File: config.mk
export PLATFORM = sky130hd
export DESIGN_NAME = fetch_decode_latch
export DESIGN_NICKNAME = d
export VERILOG_FILES = /design/src/rtl/fetch_pkg.sv /design/src/rtl/fetch_decode_latch.sv
export SDC_FILE = /design/constraint.sdc
export NUM_CORES = 1
export LEC_CHECK = 0
export CAP_MARGIN = 25
export CORE_AREA = 2 2 311 313
export CTS_BUF_LIST = sky130_fd_sc_hd__clkbuf_2 sky130_fd_sc_hd__clkbuf_4 sky130_fd_sc_hd__clkbuf_8
export DETAILED_ROUTE_END_ITERATION = 12
export DIE_AREA = 0 0 313 315
export SLEW_MARGIN = 20
export SYNTH_ARGS = -nofsm -noshare
export SYNTH_HDL_FRONTEND = slang
export SYNTH_SLANG_ARGS = --single-unit
File: constraint.sdc
create_clock -name clk -period 6.45 [get_ports clk]
set_input_delay 0.645 -clock clk [delete_from_list [all_inputs] [get_ports clk]]
set_output_delay 0.645 -clock clk [all_outputs]
set_load 0.1 [all_outputs]
File: src/rtl/fetch_pkg.sv
// Shared types for the fetch/decode boundary.
// Slot bundle layout, lane count and thermometer helper.
package fetch_pkg;

  localparam int FETCH_LANES = 3;
  localparam int FETCH_DW    = 32;

  typedef struct packed {
    logic [FETCH_DW-1:0] instruction;
    logic [FETCH_DW-1:0] pc;
    logic [FETCH_DW-1:0] imm;
    logic                bp;
    logic [FETCH_DW-1:0] pc_at_prediction;
  } fetch_slot_t;

  function automatic logic [2:0] therm3(
    input logic [1:0] count
  );
    logic [2:0] t;
    unique case (count)
      2'd0:    t = 3'b000;
      2'd1:    t = 3'b001;
      2'd2:    t = 3'b011;
      default: t = 3'b111;
    endcase
    return t;
  endfunction

endpackage

File: src/rtl/fetch_decode_latch.sv
// Compacting 3-entry latch between the instruction buffer and decode.
// Ports: buf_* offer (count/ready), dec_* take/valid, registered slot outputs.
module fetch_decode_latch
  import fetch_pkg::*;
#(
  parameter int DATA_WIDTH    = 32,
  parameter bit CLEAR_PAYLOAD = 1'b1
) (
  input  logic                  clk,
  input  logic                  reset,
  input  logic                  flush_i,
  input  logic [2:0]            buf_valid_i,
  input  logic [DATA_WIDTH-1:0] buf_instruction_i_0,
  input  logic [DATA_WIDTH-1:0] buf_instruction_i_1,
  input  logic [DATA_WIDTH-1:0] buf_instruction_i_2,
  input  logic [DATA_WIDTH-1:0] buf_pc_i_0,
  input  logic [DATA_WIDTH-1:0] buf_pc_i_1,
  input  logic [DATA_WIDTH-1:0] buf_pc_i_2,
  input  logic [DATA_WIDTH-1:0] buf_imm_i_0,
  input  logic [DATA_WIDTH-1:0] buf_imm_i_1,
  input  logic [DATA_WIDTH-1:0] buf_imm_i_2,
  input  logic                  buf_bp_i_0,
  input  logic                  buf_bp_i_1,
  input  logic                  buf_bp_i_2,
  input  logic [DATA_WIDTH-1:0] buf_pc_pred_i_0,
  input  logic [DATA_WIDTH-1:0] buf_pc_pred_i_1,
  input  logic [DATA_WIDTH-1:0] buf_pc_pred_i_2,
  output logic [2:0]            buf_ready_o,
  output logic [2:0]            dec_valid_o,
  input  logic [1:0]            dec_take_i,
  output logic [DATA_WIDTH-1:0] instruction_o_0,
  output logic [DATA_WIDTH-1:0] instruction_o_1,
  output logic [DATA_WIDTH-1:0] instruction_o_2,
  output logic [DATA_WIDTH-1:0] pc_o_0,
  output logic [DATA_WIDTH-1:0] pc_o_1,
  output logic [DATA_WIDTH-1:0] pc_o_2,
  output logic [DATA_WIDTH-1:0] imm_o_0,
  output logic [DATA_WIDTH-1:0] imm_o_1,
  output logic [DATA_WIDTH-1:0] imm_o_2,
  output logic                  bp_o_0,
  output logic                  bp_o_1,
  output logic                  bp_o_2,
  output logic [DATA_WIDTH-1:0] pc_pred_o_0,
  output logic [DATA_WIDTH-1:0] pc_pred_o_1,
  output logic [DATA_WIDTH-1:0] pc_pred_o_2,
  output logic [1:0]            occupancy_o
);

  fetch_slot_t slot_q [FETCH_LANES];
  fetch_slot_t slot_n [FETCH_LANES];
  // 0..2 = held slots, 3..5 = offered buffer lanes
  fetch_slot_t cand   [6];

  logic [1:0] occ_q;
  logic [1:0] occ_n;
  logic [1:0] vld;
  logic [1:0] deq;
  logic [1:0] keep;
  logic [1:0] free;
  logic [1:0] enq;
  logic       kill;

  assign kill = reset | flush_i;

  always_comb begin
    cand[0] = slot_q[0];
    cand[1] = slot_q[1];
    cand[2] = slot_q[2];
    cand[3] = '{buf_instruction_i_0, buf_pc_i_0,
                buf_imm_i_0, buf_bp_i_0, buf_pc_pred_i_0};
    cand[4] = '{buf_instruction_i_1, buf_pc_i_1,
                buf_imm_i_1, buf_bp_i_1, buf_pc_pred_i_1};
    cand[5] = '{buf_instruction_i_2, buf_pc_i_2,
                buf_imm_i_2, buf_bp_i_2, buf_pc_pred_i_2};
  end

  always_comb begin
    vld  = (buf_valid_i > 3'd3) ? 2'd3 : buf_valid_i[1:0];
    deq  = (dec_take_i > occ_q) ? occ_q : dec_take_i;
    keep = occ_q - deq;
    // free = 3 - occ + deq; never exceeds 3 since deq <= occ
    free = 2'd3 - keep;
    enq  = kill ? 2'd0 : ((vld > free) ? free : vld);
    occ_n = kill ? 2'd0 : keep + enq;
  end

  // No path from buf_valid_i: ready depends only on state and take.
  assign buf_ready_o = kill ? 3'b000 : therm3(free);

  genvar j;
  for (j = 0; j < FETCH_LANES; j++) begin : g_slot
    logic       use_old;
    logic       use_new;
    logic [2:0] sel;

    assign use_old = !kill && (2'(j) < keep);
    assign use_new = !use_old && (2'(j) < occ_n);
    // survivors shift down by deq; new lanes stack right behind them
    assign sel = use_old ? 3'(j) + 3'(deq)
                         : 3'd3 + 3'(j) - 3'(keep);
    assign slot_n[j] = (use_old || use_new) ? cand[sel]
                     : CLEAR_PAYLOAD ? '0
                     : slot_q[j];
  end

  always_ff @(posedge clk) begin
    if (reset) begin
      occ_q <= 2'd0;
      for (int i = 0; i < FETCH_LANES; i++)
        slot_q[i] <= CLEAR_PAYLOAD ? '0 : slot_q[i];
    end else begin
      occ_q <= occ_n;
      for (int i = 0; i < FETCH_LANES; i++)
        slot_q[i] <= slot_n[i];
    end
  end

  assign dec_valid_o = therm3(occ_q);
  assign occupancy_o = occ_q;

  assign instruction_o_0 = slot_q[0].instruction;
  assign instruction_o_1 = slot_q[1].instruction;
  assign instruction_o_2 = slot_q[2].instruction;
  assign pc_o_0          = slot_q[0].pc;
  assign pc_o_1          = slot_q[1].pc;
  assign pc_o_2          = slot_q[2].pc;
  assign imm_o_0         = slot_q[0].imm;
  assign imm_o_1         = slot_q[1].imm;
  assign imm_o_2         = slot_q[2].imm;
  assign bp_o_0          = slot_q[0].bp;
  assign bp_o_1          = slot_q[1].bp;
  assign bp_o_2          = slot_q[2].bp;
  assign pc_pred_o_0     = slot_q[0].pc_at_prediction;
  assign pc_pred_o_1     = slot_q[1].pc_at_prediction;
  assign pc_pred_o_2     = slot_q[2].pc_at_prediction;

endmodule

; Word-level counts from Yosys, hierarchy flattened
; Memory sizes are Yosys's and may differ from the RTL's.
; Index checks and enable logic that the tools add are counted.
[totals]
ram_bits = 387
out_inout_bits = 395
n_memories = 1
ff_bits = 2
word_cells = 77
[op_classes]
magnitude_cmp = 12
n_addsub = 8
bitwise_logic = 7
mux = 29
n_reduce_logical = 15
n_eq_ne = 4
[memory_table]
columns = memory, depth, width, read_ports, rd_clocked_by_memory_dff, wr, line
row1 = slot_q, 3, 129, 3, 0, 3, fetch_decode_latch.sv:49  ; fetch_slot_t slot_q [FETCH_LANES];
[ops]
columns = operator, count
row1 = 129-bit 2-to-1 mux, 12
row2 = 129-bit binary-select mux with 3-bit select, 3
row3 = 3-bit case mux with 3 select lines, 2
row4 = 4-bit >= comparator (second input constant), 3
row5 = 3-bit 2-to-1 mux, 4
row6 = 3-bit NOT with 4-bit output, 3
row7 = 2-bit 2-to-1 mux, 5
row8 = 1-bit by 2-bit < comparator with 1-bit output (first input constant), 4
row9 = 1-bit logical AND, 6
row10 = 3-bit by 2-bit subtractor with 3-bit output (first input constant), 2
row11 = 2-bit by 1-bit equality test with 1-bit output (second input constant), 2
row12 = 2-bit equality test (second input constant), 2
row13 = 2-bit greater-than comparator, 2
row14 = 1-bit logical NOT, 4
row15 = 2-bit logical NOT, 2
row16 = 2-bit < comparator (first input constant), 2
row17 = 1-bit bitwise OR, 4
row18 = 1-bit by 2-bit adder with 3-bit output (first input constant), 1
row19 = 2-bit by 2-bit adder with 3-bit output (first input constant), 1
row20 = 3-bit by 2-bit greater-than comparator with 1-bit output (second input constant), 1
row21 = 1-bit logical OR, 3
row22 = 1-bit 2-to-1 mux, 3
row23 = 2-bit by 2-bit subtractor with 3-bit output (first input constant), 1
row24 = 2-bit adder, 1
row25 = other kinds (2), 2

; Longest topological paths before layout
; Gate-level depths: netlist of the first run.
[depth]
ltp_word = 14
mapped_depth = 18

; Worst setup path before layout of the first run
; OpenSTA, ideal clock, no wires.
[synth_timing]
path_kind = reg-to-output
from = reg occ_q[1], in the netlist occupancy_o[1]
to = out buf_ready_o[1]
stages_incl_launch_ff = 12
arrival_ps = 4058
required_ps = 5805
path_slack_ps = 1747
cell_sequence = dfxtp_1 > inv_1 > ha_1 > mux2i_1 > o211a_1 > nand2_2 > ha_1 > xor2_4 > inv_4 > ha_1 > nor2_1 > nor2_1
[synth_between]
elab_chain_len = 7
[synth_lines]
columns = item, line
row1 = start: declaration, fetch_decode_latch.sv:54  ; logic [1:0] occ_q;
row2 = start signal: assignment, fetch_decode_latch.sv:112  ; occ_q <= occ_n;
row3 = 2-bit greater-than comparator, fetch_decode_latch.sv:79  ; deq = (dec_take_i > occ_q) ? occ_q : dec_take_i;
row4 = 2-bit 2-to-1 mux, fetch_decode_latch.sv:79
row5 = 2-bit subtractor *, fetch_decode_latch.sv:80  ; keep = occ_q - deq;
row6 = 2-bit subtractor *, fetch_decode_latch.sv:82  ; free = 2'd3 - keep;
row7 = 2-bit equality test (tied with other cells), fetch_pkg.sv:20  ; unique case (count)
row8 = 3-bit case mux with 3 select lines *, fetch_pkg.sv:20
row9 = 3-bit 2-to-1 mux *, fetch_decode_latch.sv:88  ; assign buf_ready_o = kill ? 3'b000 : therm3(free);
row10 = end: declaration, fetch_decode_latch.sv:28  ; output logic [2:0] buf_ready_o,
; Every way passes the cells marked *; elsewhere a longest branch is shown, timed or not.

; Worst setup path in the final report of the first run
[layout_timing]
from = reg occ_q[1], in the netlist occupancy_o[1]
to = out buf_ready_o[0]
; The elaborated chain is that of the path after synthesis.

==> results.py, run 1 <==
metrics = {
    "outcome": {
        "status": "complete, no violations",
    },
    "clock_network": {
        "cts_tree": "built",
        "insertion_delay_ns": 0.68,
        "cts_made_buffers": 78,
        "cts-hold-fix-buffers": 0,
        "cts_resized": 0,
        "clock_sinks": 389,
        "cts.path.max_buffers": 3,
        "cts_setup_buffers": 0,
        "cts_root_buf": "clkbuf_8",
        "htreeDepth": 3,
        "path_clk_slew_ns": 0.07,
    },
    "floorplan": {
        "die_h_um": 315,
        "start_util_pct": 23.3,
        "num_io_pins": 790,
        "num_rows": 114,
        "coreArea_um2": 95700,
        "die-area_um2": 98600,
        "die_x_um": 313,
    },
    "synthesis": {
        "syn-cell-area_um2": 22300,
        "ys_types": 48,
        "ys.flop_type": "dfxtp_1",
        "syn_area_per_cell_um2": 11.2,
        "synth_edf_count": 0,
        "synthCells": 1981,
        "ys_warn_count": 0,
        "synth-seq-area-share_pct": 35.0,
        "ys_async_sr_fraction_pct": 0,
        "synth_seq_cells": 389,
        "syn_nets": 2388,
    },
    "power_and_ir_drop": {
        "p_per_area_nw_per_um2": 489,
        "p_total_w": 0.0164,
        "cellLeakagePower_nw": 11.7,
        "ir_drop_mv": 0.431,
    },
    "worst_setup_path": {
        "crit_path_end_kind": "primary output",
        "cpMostUsedCell": "ha_1",
        "cp_slowest_cell": "clkdlybuf4s50_1",
        "critPathLaunchType": "register",
        "max_stage_delay_ns": 1.19,
        "crit_end": "buf_ready_o[0]",
        "path_max_fanout": 8,
        "startpoint": "occupancy_o[1]$_SDFF_PP0_",
        "crit_chain": "inv_1 > ha_1 > mux2i_1 > o211a_1 > nand2_2 > ha_1 > inv_1 > ha_1 > nor2_1 > clkdlybuf4s50_1",
        "r2r_start": "occupancy_o[1]$_SDFF_PP0_",
        "worstPathArrival_ns": 4.43,
        "reg2reg_slack_ns": 1.64,
        "cp.required_ns": 5.80,
        "timing_worst_setup_path_type": "reg -> out",
        "r2r_cells": 18,
    },
    "global_routing": {
        "antenna_found_initial": 19,
        "track_usage_pct": 20.6,
        "grt_overflow": 0,
        "grt_pass1_wl_um": 151000,
        "grt_pass1_vias": 21500,
        "grt_max_degree": 155,
    },
    "place": {
        "place.gp.congestion": 0.809,
        "port_buffers": 789,
        "dpl.hpwl_um": 70900,
    },
    "sta": {
        "max_freq_mhz": 197,
        "setup_viol": 0,
        "min_period_ns": 5.07,
        "hold_ws_ns": 0.543,
        "tns_ns": 0,
        "fin_worst_skew_ns": 0.0382,
        "fin_crit_sh_pct": 78.6,
        "finalHoldViolCount": 0,
        "rsz0062_at_grt": "false",
        "worst_pin_slew_ns": 1.14,
        "maxSlewHeadroom_pct": 23.8,
        "drv_slew": 0,
    },
    "job": {
        "max_cap_viol_count": 0,
    },
    "route": {
        "antenna_left": 0,
        "viasPerCell": 5.29,
        "drt_first_iter_violations": 1642,
        "routedWlPerCell_um": 26.1,
        "drt-total-wl_um": 105000,
        "vias": 21300,
        "drc_errors": 0,
        "first_pass_iters": 7,
    },
    "finish": {
        "fin_nets": 3099,
        "drive_above_1_share_pct": 21.4,
        "area_growth_syn_to_layout_pct": 50.5,
    },
    "hold_path": {
        "worstHoldPathType": "reg -> reg",
    },
}
==> how the worst min path moves through the flow <==
| stage | startpoint | endpoint | depth (start not counted) |
|---|---|---|---|
| floorplan | buf_instruction_i_0[31] | register | 2 |
| global placement | register | register | 2 |
| detailed placement | register | register | 2 |
| CTS | buf_pc_i_2[18] | register | 3 |
| global route | register | register | 2 |
| finish | register | register | 2 |
==> worst max-delay path: cells and delay by family (launching register included) <==
kind / cells / cell delay, ns
compound gates: 1 / 0.26
fa+ha+maj: 3 / 0.99
buf+inv: 3 / 1.56
flops: 1 / 0.48
mux: 1 / 0.15
simple gates: 2 / 0.32
==> cell families after synthesis <==
logic type / count (synthesis) / share of synthesized area (%)
AOI/OAI and AO/OA: 509 / 14.7
xor gates and xnor gates: 3 / 0.202
adders and majority gates: 12 / 0.674
buffers and inverters: 224 / 4.92
DFF: 389 / 35.0
muxes: 389 / 32.5
and+or+nand+nor: 455 / 12.0
==> stage by stage <==
stage | cells | util [%] | worst slack [ns] | cell area (um2)
after floorplan | 1981 | - | 1.75 | 22300
after global placement | 3875 | 32.9 | 1.08 | 31500
after detailed placement | 3888 | 33.3 | 1.00 | 31800
after CTS | 4024 | 35.0 | 1.26 | 33500
after global routing | 4031 | 35.0 | 1.09 | 33500
final | 4033 | 35.0 | 1.38 | 33500
==> power breakdown <==
part	internal, W	switching (W)
combinational	0.00359	0.00684
sequential	0.00282	0.000386
clock	0.00157	0.00118
==> area by class of cell <==
class,instances,area (um2)
Antenna cell,9,22.5
Clock buffer,129,1610
Clock inverter,7,51.3
Fill cell,9485,62200
Inverter,6,25.0
Multi-Input combinational cell,1368,13500
Sequential cell,389,7790
Tap cell,1276,1600
Timing Repair Buffer,849,8900
==> synth_stat cells (all sizes together) (7+ instances only) <==
cell    instances  area (um2)
dfxtp         389        7790
mux4          258        5810
o21ai         105         533
mux2i          32         320
a21oi           7        38.8
and3          100         626
clkbuf        110         413
a31oi         200        1250
ha             12         150
a22oi          99         743
o22ai          61         382
and2          133         835
nand2          69         262
buf           108         658
a31o           30         263
nor2b         130         813
mux2           99        1110
nor2           12        47.6
==> layout by cell type (no fill, tap or decap), types with 27 or more instances in the layout <==
cell and count:
a22oi_1 99, nand2_1 65, and3_1 100, mux2_2 99, buf_4 30, o21ai_0 99, nor2b_1 130, a31o_1 29
clkbuf_4 27, clkbuf_8 102, and2_1 132, o22ai_1 61, a31oi_1 198, dfxtp_1 389, clkdlybuf4s50_1 781, mux2i_1 31
mux4_2 258
==> routing by layer <==
metal | share of wire [%] | track usage (%) | wire length (um) | vias to the layer above
li1 | - | - | - | 9216
met1 | 40 | 25.9 | 42500 | 10700
met2 | 46 | 32.5 | 48700 | 1223
met3 | 9.7 | 6.33 | 10300 | 197
met4 | 3.7 | 8.60 | 3850 | 14
met5 | 0.083 | 0 | 88 | -
No activity file was read; power rests on OpenSTA's default activity.
==> run 2, diff against run 1 <==
==> constraint.sdc (replaced) <==
create_clock -name clk -period 5.2 [get_ports clk]
set_input_delay 0.52 -clock clk [delete_from_list [all_inputs] [get_ports clk]]
set_output_delay 0.52 -clock clk [all_outputs]
set_load 0.1 [all_outputs]
==> results.py, run 2 (synthesis results as in run 1) <==
metrics = {
    "outcome": {
        "status": "complete, no violations",
    },
    "global_routing": {
        "grt_pass1_vias": 21300,
        "track_usage_pct": 20.3,
        "grt_pass1_wl_um": 151000,
        "grt_overflow": 0,
        "grt-busiest-layer": "met2",
        "met1_usage_pct": 26.2,
        "use_met3_pct": 4.95,
        "grt_max_degree": 105,
        "antenna_found_initial": 11,
        "grtUsageMet2_pct": 33.3,
    },
    "finish": {
        "drive_above_1_share_pct": 22.0,
        "final_common_cell": "clkdlybuf4s50_1",
        "fin_nets": 3125,
        "layout_common_cells": "781 x clkdlybuf4s50_1, 389 x dfxtp_1, 258 x mux4_2, 198 x a31oi_1, 132 x and2_1",
        "area_growth_syn_to_layout_pct": 52.3,
        "fillCellCount": 9508,
    },
    "hold_path": {
        "hold_depth": 3,
        "worstHoldPathType": "in -> reg",
        "hold_start": "buf_pc_pred_i_2[21]",
    },
    "sta": {
        "rsz0062_at_grt": "false",
        "setup_viol": 0,
        "min_period_ns": 4.35,
        "tns_ns": 0,
        "max_freq_mhz": 230,
        "fin_crit_sh_pct": 83.6,
        "finalHoldViolCount": 0,
        "fin_worst_skew_ns": 0.0428,
        "drv_slew": 0,
        "worst_pin_slew_ns": 1.12,
        "maxSlewHeadroom_pct": 25.0,
    },
    "floorplan": {
        "num_io_pins": 790,
        "num_rows": 114,
        "coreArea_um2": 95700,
        "die_x_um": 313,
        "die-area_um2": 98600,
        "start_util_pct": 23.3,
        "die_h_um": 315,
    },
    "clock_network": {
        "cts_made_buffers": 77,
        "htreeDepth": 3,
        "path_clk_slew_ns": 0.06,
        "clock_sinks": 389,
        "cts.path.max_buffers": 3,
        "cts_resized": 0,
        "cts_root_buf": "clkbuf_8",
        "cts_setup_buffers": 0,
        "cts-hold-fix-buffers": 0,
        "cts_tree": "built",
        "insertion_delay_ns": 0.71,
    },
    "worst_setup_path": {
        "r2r_start": "occupancy_o[1]$_SDFF_PP0_",
        "r2r_cells": 15,
        "worstPathArrival_ns": 4.91,
        "critPathLaunchType": "register",
        "path_max_fanout": 28,
        "reg2reg_slack_ns": 0.85,
        "timing_worst_setup_path_type": "reg -> reg",
        "cp.required_ns": 5.76,
        "crit_path_end_kind": "register",
    },
    "route": {
        "drc_errors": 0,
        "drt_first_iter_violations": 2025,
        "antenna_left": 0,
        "first_pass_iters": 6,
        "vias": 21400,
        "viasPerCell": 5.29,
        "drt-total-wl_um": 105000,
        "routedWlPerCell_um": 25.8,
    },
    "power_and_ir_drop": {
        "cellLeakagePower_nw": 11.9,
        "p_total_w": 0.0207,
        "p_per_area_nw_per_um2": 611,
        "ir_drop_mv": 0.419,
    },
    "place": {
        "place.gp.congestion": 0.822,
        "port_buffers": 789,
        "dpl.hpwl_um": 73000,
    },
    "job": {
        "max_cap_viol_count": 0,
    },
}
==> run 2: area by class of cell <==
class / count / area [um2] / share of cell area, %
Antenna cell: 3 / 7.51 / 0.0221
Clock buffer: 122 / 1540 / 4.54
Clock inverter: 9 / 108 / 0.317
Inverter: 6 / 25.0 / 0.0738
Multi-Input combinational cell: 1368 / 13500 / 39.9
Sequential cell: 389 / 7790 / 23.0
Tap cell: 1276 / 1600 / 4.71
Timing Repair Buffer: 876 / 9320 / 27.5
==> run 2: worst max-delay path: stages, from the launching register on <==
cell and delay, ns:
dfxtp_1 0.40, inv_1 0.10, ha_1 0.23, mux2i_1 0.20, o211a_1 0.28, nand2_2 0.09
ha_1 0.25, xor2_4 0.39, inv_4 0.13, ha_1 0.31, nor2_2 0.30, mux2i_4 0.36
buf_12 0.26, buf_4 0.26, mux4_2 0.50, nor2b_1 0.14
==> run 2: how the worst max path moves through the flow <==
stage | from | endpoint | slack [ns] | depth (start not counted)
2_1_floorplan | occupancy_o[1]$_SDFF_PP0_ | buf_ready_o[1] | 0.62 | 11
3_3_place_gp | dec_take_i[0] | register | 0.25 | 16
3_5_place_dp | dec_take_i[0] | register | 0.20 | 16
4_1_cts | occupancy_o[1]$_SDFF_PP0_ | register | 0.85 | 15
5_1_grt | occupancy_o[1]$_SDFF_PP0_ | register | 0.61 | 15
6_report | occupancy_o[1]$_SDFF_PP0_ | register | 0.85 | 15
==> run 2: power by group <==
group / switching, W / internal (W) / leakage, nW
registers: 0.000493 / 0.00350 / 3.16
clock network: 0.00147 / 0.00197 / 0.870
logic: 0.00849 / 0.00480 / 7.89
==> run 2: metal layers <==
metal	part of all wire (%)	up-vias	wire, um
met5	0.065	-	68
met4	2.7	10	2860
met3	8.5	178	8880
met2	48	1214	49700
met1	41	10800	43000
li1	-	9264	-
==> run 2: stage by stage <==
stage / util [%] / setup WS (ns) / std cells / cell area, um2 / hold slack (ns)
2_1_floorplan: - / 0.622 / 1981 / 22300 / 0.689
3_3_place_gp: 33.4 / 0.253 / 3905 / 32000 / 0.527
3_5_place_dp: 33.7 / 0.197 / 3914 / 32200 / 0.532
4_1_cts: 35.4 / 0.852 / 4045 / 33900 / 0.395
5_1_grt: 35.4 / 0.614 / 4047 / 33900 / 0.450
6_report: 35.4 / 0.851 / 4049 / 33900 / 0.510
==> run 3, diff against run 2 <==
--- a/config.mk
+++ b/config.mk
@@ -6,10 +6,10 @@
 export NUM_CORES = 1
 export LEC_CHECK = 0
 export CAP_MARGIN = 25
-export CORE_AREA = 2 2 311 313
+export CORE_AREA = 2 2 309 311
 export CTS_BUF_LIST = sky130_fd_sc_hd__clkbuf_2 sky130_fd_sc_hd__clkbuf_4 sky130_fd_sc_hd__clkbuf_8
 export DETAILED_ROUTE_END_ITERATION = 12
-export DIE_AREA = 0 0 313 315
+export DIE_AREA = 0 0 311 313
 export SLEW_MARGIN = 20
 export SYNTH_ARGS = -nofsm -noshare
 export SYNTH_HDL_FRONTEND = slang
==> constraint.sdc (replaced) <==
create_clock -name clk -period 3.6 [get_ports clk]
set_input_delay 0.36 -clock clk [delete_from_list [all_inputs] [get_ports clk]]
set_output_delay 0.36 -clock clk [all_outputs]
set_load 0.1 [all_outputs]
==> results.py, run 3 (synthesis results as in run 1) <==
metrics = {
    "outcome": {
        "status": "complete, no violations",
    },
    "worst_setup_path": {
        "cp_slowest_cell": "dfxtp_4",
        "worstPathArrival_ns": 4.16,
        "timing_worst_setup_path_type": "reg -> reg",
        "cp.required_ns": 4.20,
        "critPathLaunchType": "register",
        "crit_path_end_kind": "register",
        "path_delay_family": "adder cells",
        "reg2reg_slack_ns": 0.04,
        "crit_chain": "ha_1 > and4bb_2 > nor2_4 > nand2_4 > ha_4 > ha_4 > o22ai_4 > buf_4 > a311oi_2 > ha_2 > xor2_2 > a21oi_2 > nor2_4 > buf_12 > buf_8 > clkbuf_16 > and2_1",
        "path_max_fanout": 7,
        "max_stage_delay_ns": 0.35,
        "critPathBufInv": 4,
    },
    "clock_network": {
        "cts_tree": "built",
        "cts.path.max_buffers": 3,
        "insertion_delay_ns": 0.68,
        "htreeDepth": 3,
        "cts_made_buffers": 77,
        "cts-hold-fix-buffers": 0,
        "clock_sinks": 389,
        "path_clk_slew_ns": 0.06,
        "cts_root_buf": "clkbuf_8",
    },
    "route": {
        "routedWlPerCell_um": 26.6,
        "antenna_left": 0,
        "first_pass_iters": 6,
        "drt_first_iter_violations": 2208,
        "vias": 22500,
        "viasPerCell": 5.30,
        "drt-total-wl_um": 113000,
        "drc_errors": 0,
    },
    "global_routing": {
        "antenna_found_initial": 14,
        "grt_max_degree": 47,
        "track_usage_pct": 21.3,
        "grt_overflow": 0,
        "grt_pass1_vias": 22300,
        "grt_pass1_wl_um": 155000,
    },
    "floorplan": {
        "die_h_um": 313,
        "start_util_pct": 23.7,
        "coreArea_um2": 94200,
        "die-area_um2": 97300,
        "num_io_pins": 790,
        "die_x_um": 311,
        "num_rows": 113,
    },
    "sta": {
        "setup_viol": 0,
        "maxSlewHeadroom_pct": 26.5,
        "min_period_ns": 3.56,
        "fin_crit_sh_pct": 98.9,
        "drv_slew": 0,
        "max_freq_mhz": 281,
        "fin_worst_skew_ns": 0.0391,
        "rsz0062_at_grt": "true",
        "finalHoldViolCount": 0,
        "worst_pin_slew_ns": 1.10,
    },
    "finish": {
        "drive_above_1_share_pct": 28.3,
        "area_growth_syn_to_layout_pct": 62.6,
        "instances_no_fill": 4249,
        "regArea_um2": 7790,
        "layout_common_cells": "777 x clkdlybuf4s50_1, 387 x dfxtp_1, 258 x mux4_2, 198 x a31oi_1, 189 x buf_4",
        "fillCellCount": 9107,
        "multi_input_area_um2": 13700,
        "final_common_cell": "clkdlybuf4s50_1",
        "fin_nets": 3324,
        "design_area_um2": 36200,
    },
    "place": {
        "port_buffers": 789,
        "place.gp.congestion": 0.870,
        "dpl.cell_count": 4071,
        "place_area_um2": 33900,
        "dpl.hpwl_um": 81200,
    },
    "job": {
        "max_cap_viol_count": 0,
    },
    "power_and_ir_drop": {
        "p_sw_w": 0.0157,
        "cellLeakagePower_nw": 13.1,
        "share_comb_of_total_power_pct": 66.6,
        "ir_drop_mv": 0.512,
        "internal_power_w": 0.0161,
        "p_seq_share_pct": 18.2,
        "power_frac_clock_pct": 15.1,
        "switching_share_pct": 49.4,
        "p_per_area_nw_per_um2": 878,
    },
    "hold_path": {
        "worstHoldPathType": "in -> reg",
    },
}
-- run 3: changes by cell type in the layout (fill, tap and decap cells not counted), moves of 5 or more --
cell,previous run,this run
buf_4,38,189
buf_12,47,82
o21ai_0,99,68
o21ai_1,1,24
clkbuf_16,0,10
diode_2,3,13
o21ai_2,1,9
ha_1,12,6
clkbuf_8,100,95
-- run 3: power by group through the flow --
| stage | registers (W) | clock network, W | logic (W) |
|---|---|---|---|
| final | 0.00580 | 0.00481 | 0.0212 |
| after global routing | 0.00587 | 0.00511 | 0.0221 |
| after CTS | 0.00576 | 0.00491 | 0.0208 |
| after detailed placement | 0.00584 | 0 | 0.0208 |
| after global placement | 0.00584 | 0 | 0.0206 |
| after floorplan | 0.0108 | 0 | 0.00834 |
-- run 3: cell type report --
cell class	instances	area share, %
antenna	13	0.0898
timing repair buffer	1075	31.6
clock inverter	13	0.290
inverter	6	0.0760
tap	1265	4.37
sequential	389	21.5
multi-input combinational	1368	37.9
clock buffer	120	4.13
-- run 3: path summary, 6_finish.rpt --
kind / start / endpoint / cells after the start
min: buf_pc_i_2[25] / register / 3
min reg2reg: register / register / 2
max: occupancy_o[0]$_SDFF_PP0_ / register / 17
max reg2reg: occupancy_o[0]$_SDFF_PP0_ / register / 17
-- run 3: repair_timing --
action / 4_1_cts / 5_1_grt
endpoints found under the setup margin: 24 / 386
gates cloned: 0 / 15
hold endpoints to repair: 0 / 0
gates resized for setup: 1 / 82
pin swaps: 1 / 12
setup buffers: 1 / 18
-- run 3: worst register-to-register path: cells and delay by family (launching register included) --
kind | cells | cell delay [ns]
flip-flops | 1 | 0.35
XOR/XNOR | 1 | 0.20
adder cells (fa/ha/maj) | 4 | 1.11
buffers and inverters | 4 | 0.63
AND/OR/NAND/NOR | 5 | 0.78
AO/OA/AOI/OAI | 3 | 0.44
-- run 3: per-stage QoR --
| step | hold WS (ns) | TNS, ns | utilization (%) | setup slack [ns] | total power [W] |
|---|---|---|---|---|---|
| floorplan | 0.529 | -5.20 | - | -0.0744 | 0.0192 |
| global placement | 0.523 | -165.79 | 35.8 | -0.528 | 0.0265 |
| detailed placement | 0.529 | -162.32 | 36.0 | -0.538 | 0.0266 |
| CTS | 0.298 | 0 | 37.7 | 0.00470 | 0.0315 |
| global route | 0.332 | -2.53 | 38.5 | -0.0834 | 0.0330 |
| finish | 0.368 | 0 | 38.5 | 0.0388 | 0.0318 |
-- run 3: layer usage --
| layer | track usage, % | routed length [um] | vias to the layer above |
|---|---|---|---|
| met5 | 0 | 12 | - |
| met3 | 6.56 | 10500 | 244 |
| met4 | 9.34 | 4470 | 2 |
| met2 | 34.3 | 52500 | 1329 |
| met1 | 26.1 | 45300 | 11200 |
| li1 | - | - | 9685 |
